===== src/rtl/shift_left_sequencer.sv =====
// Sequential left shifter: latches A/B on START, shifts one bit per clock for
// min(B, N) cycles, then presents OUT/OVERFLOW with a one-cycle DONE strobe.
module shift_left_sequencer #(
  parameter int N = 8
) (
  input  logic         clk,
  input  logic         rst,
  input  logic         start,
  input  logic [N-1:0] a,
  input  logic [N-1:0] b,
  output logic         busy,
  output logic         done,
  output logic [N-1:0] out,
  output logic         overflow
);

  localparam int CW = $clog2(N + 1);

  localparam logic [1:0] ST_IDLE  = 2'd0;
  localparam logic [1:0] ST_SHIFT = 2'd1;
  localparam logic [1:0] ST_DONE  = 2'd2;

  // Shift amounts of N or more all clear the word, so clamp rather than wrap.
  function automatic logic [CW-1:0] sat_amount(input logic [N-1:0] amt);
    if (amt >= N'(N))
      sat_amount = CW'(N);
    else
      sat_amount = CW'(amt);
  endfunction

  logic [1:0]    state;
  logic [N-1:0]  acc;
  logic [CW-1:0] cnt;
  logic          ovf_acc;
  logic [CW-1:0] amt_sat;

  assign amt_sat = sat_amount(b);
  assign busy    = (state == ST_SHIFT);
  assign done    = (state == ST_DONE);

  always_ff @(posedge clk) begin
    if (rst) begin
      state    <= ST_IDLE;
      acc      <= '0;
      cnt      <= '0;
      ovf_acc  <= 1'b0;
      out      <= '0;
      overflow <= 1'b0;
    end else begin
      case (state)
        ST_IDLE, ST_DONE: begin
          if (start) begin
            acc     <= a;
            cnt     <= amt_sat;
            ovf_acc <= 1'b0;
            if (amt_sat == '0) begin
              state    <= ST_DONE;
              out      <= a;
              overflow <= 1'b0;
            end else begin
              state <= ST_SHIFT;
            end
          end else begin
            state <= ST_IDLE;
          end
        end
        ST_SHIFT: begin
          ovf_acc <= ovf_acc | acc[N-1];
          acc     <= {acc[N-2:0], 1'b0};
          cnt     <= cnt - 1'b1;
          // Last shift: publish the post-shift value directly.
          if (cnt == CW'(1)) begin
            state    <= ST_DONE;
            out      <= {acc[N-2:0], 1'b0};
            overflow <= ovf_acc | acc[N-1];
          end
        end
        default: state <= ST_IDLE;
      endcase
    end
  end

endmodule


===== config.mk =====
export PLATFORM = sky130hd
export DESIGN_NAME = shift_left_sequencer
export DESIGN_NICKNAME = d
export VERILOG_FILES = /design/src/rtl/shift_left_sequencer.sv
export SDC_FILE = /design/constraint.sdc
export NUM_CORES = 1
export LEC_CHECK = 0
export CORE_ASPECT_RATIO = 0.9
export CORE_UTILIZATION = 51
export CTS_BUF_LIST = sky130_fd_sc_hd__clkbuf_4 sky130_fd_sc_hd__clkbuf_8
export CTS_CLUSTER_SIZE = 24
export DETAILED_ROUTE_END_ITERATION = 10
export PLACE_DENSITY = 0.79
export SLEW_MARGIN = 20
export SYNTH_ARGS = -nofsm -noshare
export SYNTH_HDL_FRONTEND = slang
export SYNTH_SLANG_ARGS = --single-unit

===== constraint.sdc =====
create_clock -name clk -period 2.6 [get_ports clk]
set_clock_uncertainty 0.2 [all_clocks]
set_input_delay 0.52 -clock clk [delete_from_list [all_inputs] [get_ports clk]]
set_output_delay 0.52 -clock clk [all_outputs]
set_load 0.01 [all_outputs]

==> out/qor.yml, run 1 <==
grt_max_degree: 33
firstDrtPassIters: 4
wirelength_mm: 2.72
start_util: 0.559
status: "finished, final reports clean"
avgSynthCellArea_sq_um: 9.02
crit_fanout: 7
start_kind: "register"
place_area_sq_um: 1580
drtIter0Drc: 37
yosys.area.top_type: "dfxtp_1"
clock-sinks: 24
wire_per_inst_um: 13.8
dieArea_sq_um: 2660
cts_setup_buffers: 0
tns_ns: 0
p_leak_uw: 0.000630
worstPathRequired_ns: 1.88
crit_path_end_kind: "output port"
layout-drive-gt1-share: 0.171
synth-edff-count: 0
ys_warn_count: 0
clockBufferDepth: 2
cts_tree: "yes"
use_met1: 0.278
cts_buffers: 3
drv_cap: 0
hold_buffers: 0
fin_nets: 192
ys.flop_type: "dfxtp_1"
post-route-util: 0.719
synth-async-reset-ratio: 0
rsz0062_at_grt: "no"
place_congestion: 0.789
clk_pin_slew_ns: 0.13
vias: 1075
ctsResizeCount: 0
p_total_uw: 769
final-hold-violation-count: 0
ys_seq_elements: 24
synth_nets: 160
critical_path_class: "reg -> out"
track_usage: 0.223
rows: 16
drc: 0
synth_cell_types: 30
synth_top_area_share: 0.383
io_pins: 30
holdWs_ns: 0.282
worst-slew-pin-transition_ns: 0.396
antenna_found_initial: 0
slowest_delay_ns: 0.54
area_delta_synth_final_pct: 28.5
power.density_nw_per_um2: 477
grt_pass1_vias: 1003
min_path_type: "reg -> reg"
arrival_ns: 1.58
fmax_mhz: 435
ys_top_cells_by_count: "dfxtp_1, nand2_1, a21oi_1"
netlist_top_cells_area: "dfxtp_1, mux2_4, a21oi_1"
ctsHtreeMaxLevel: 1
insertion_delay_ns: 0.32
ir_drop_mv: 0.409
slew_violations: 0
fin_area_sq_um: 1610
period_minus_slack_ns: 2.30
num_antenna_cells: 0
grt_util_met2: 0.376
ys_seq_area_frac: 0.383
rrSetupSlack_ns: 0.56
core_sq_um: 2240
fin_crit_sh: 0.885
grt_pass1_wl_mm: 4.36
overflow: 0
die_w_um: 54.3
cts-root-buf: "clkbuf_4"
finalSetupViolations: 0
grt_busiest_layer: "met2"
routed_via_density: 5.46
dieHeight_um: 49.0
grt_util_met3: 0.0654
synthesis.instances: 139
dpl.hpwl_mm: 1.92
io_buffers: 29
antenna_left: 0
cp_cell_sequence: "nand2b_1, inv_1, clkdlybuf4s50_1"
synth_area_sq_um: 1250
slew_headroom: 0.736
slowest_stage: "clkdlybuf4s50_1"
-- metal layers --
| layer | part of all wire | vias up |
|---|---|---|
| met5 | 0 | - |
| li1 | - | 533 |
| met2 | 0.47 | 36 |
| met4 | 0.0092 | 0 |
| met3 | 0.069 | 6 |
| met1 | 0.45 | 500 |
-- path summary, 6_finish.rpt --
check | from | end | depth (start not counted)
worst min register to register | acc[7] | ovf_acc | 2
worst min-delay path | acc[7] | ovf_acc | 2
worst max-delay path | state[0] | busy | 3
worst max register to register | cnt[0] | out[7] | 4
-- sequential cells by signal (all words and copies together) (netlist names) --
| register | cells |
|---|---|
| out | 8 |
| acc | 8 |
| state | 2 |
| ovf_acc | 1 |
| overflow | 1 |
| cnt | 4 |
-- critical path: cells and delay by family, from the launching register on --
kind                   cells  cell delay (ns)
buffers and inverters      2             0.62
DFF                        1             0.52
and+or+nand+nor            1             0.12
-- where the power goes --
| part | switching (uW) | internal, uW |
|---|---|---|
| logic | 78.8 | 87.7 |
| registers | 15.5 | 387 |
| clock network | 114 | 85.8 |
-- cells by family (layout without fill, tap and decap cells) --
group                    Yosys count  in the layout  synth area share
flip-flops                        24             24             0.383
multiplexers                      17             17             0.175
AND/OR/NAND/NOR                   58             58             0.231
XOR/XNOR                           1              1           0.00699
buffers and inverters             11             42            0.0469
AO/OA/AOI/OAI                     26             26             0.138
adder cells (fa/ha/maj)            2              2            0.0200
-- placed cells by master (no fill, tap or decap), types with 2 or more instances in the layout --
| master | n |
|---|---|
| mux2_4 | 8 |
| mux2i_1 | 2 |
| nand3_1 | 2 |
| nand2b_1 | 3 |
| clkbuf_4 | 3 |
| dfxtp_1 | 24 |
| mux2_2 | 7 |
| clkdlybuf4s50_1 | 29 |
| a22oi_1 | 2 |
| a21oi_1 | 18 |
| nor3_1 | 4 |
| buf_4 | 6 |
| nor2b_1 | 9 |
| inv_1 | 3 |
| nand2_1 | 24 |
| a221oi_1 | 2 |
| nor2_1 | 10 |
| ha_1 | 2 |
-- layout make-up --
cell class	count	area (sq um)
Clock buffer	4	36.3
Tap cell	27	33.8
Timing Repair Buffer	35	335
Multi-Input combinational cell	104	714
Sequential cell	24	480
Fill cell	161	631
Inverter	3	11.3
-- per-stage QoR --
step | setup WS, ns | std cells
2_1_floorplan | 0.745 | 139
3_3_place_gp | 0.282 | 193
3_5_place_dp | 0.243 | 193
4_1_cts | 0.284 | 197
5_1_grt | 0.190 | 197
6_report | 0.299 | 197
(Power assumes the default switching activity.)
==> inputs of run 2 (changes only) <==
--- a/constraint.sdc
+++ b/constraint.sdc
@@ -4,2 +4,2 @@
 set_output_delay 0.52 -clock clk [all_outputs]
-set_load 0.01 [all_outputs]
+set_load 0.02 [all_outputs]
==> results of run 2 <==
Same layout as run 1 (identical final DEF). Status: finished, final reports clean.
Main changes from that run: setup slack after layout 0.299 ns -> 0.231 ns; total power 769 uW -> 772 uW; worst IR drop on VDD 0.409 mV -> 0.414 mV
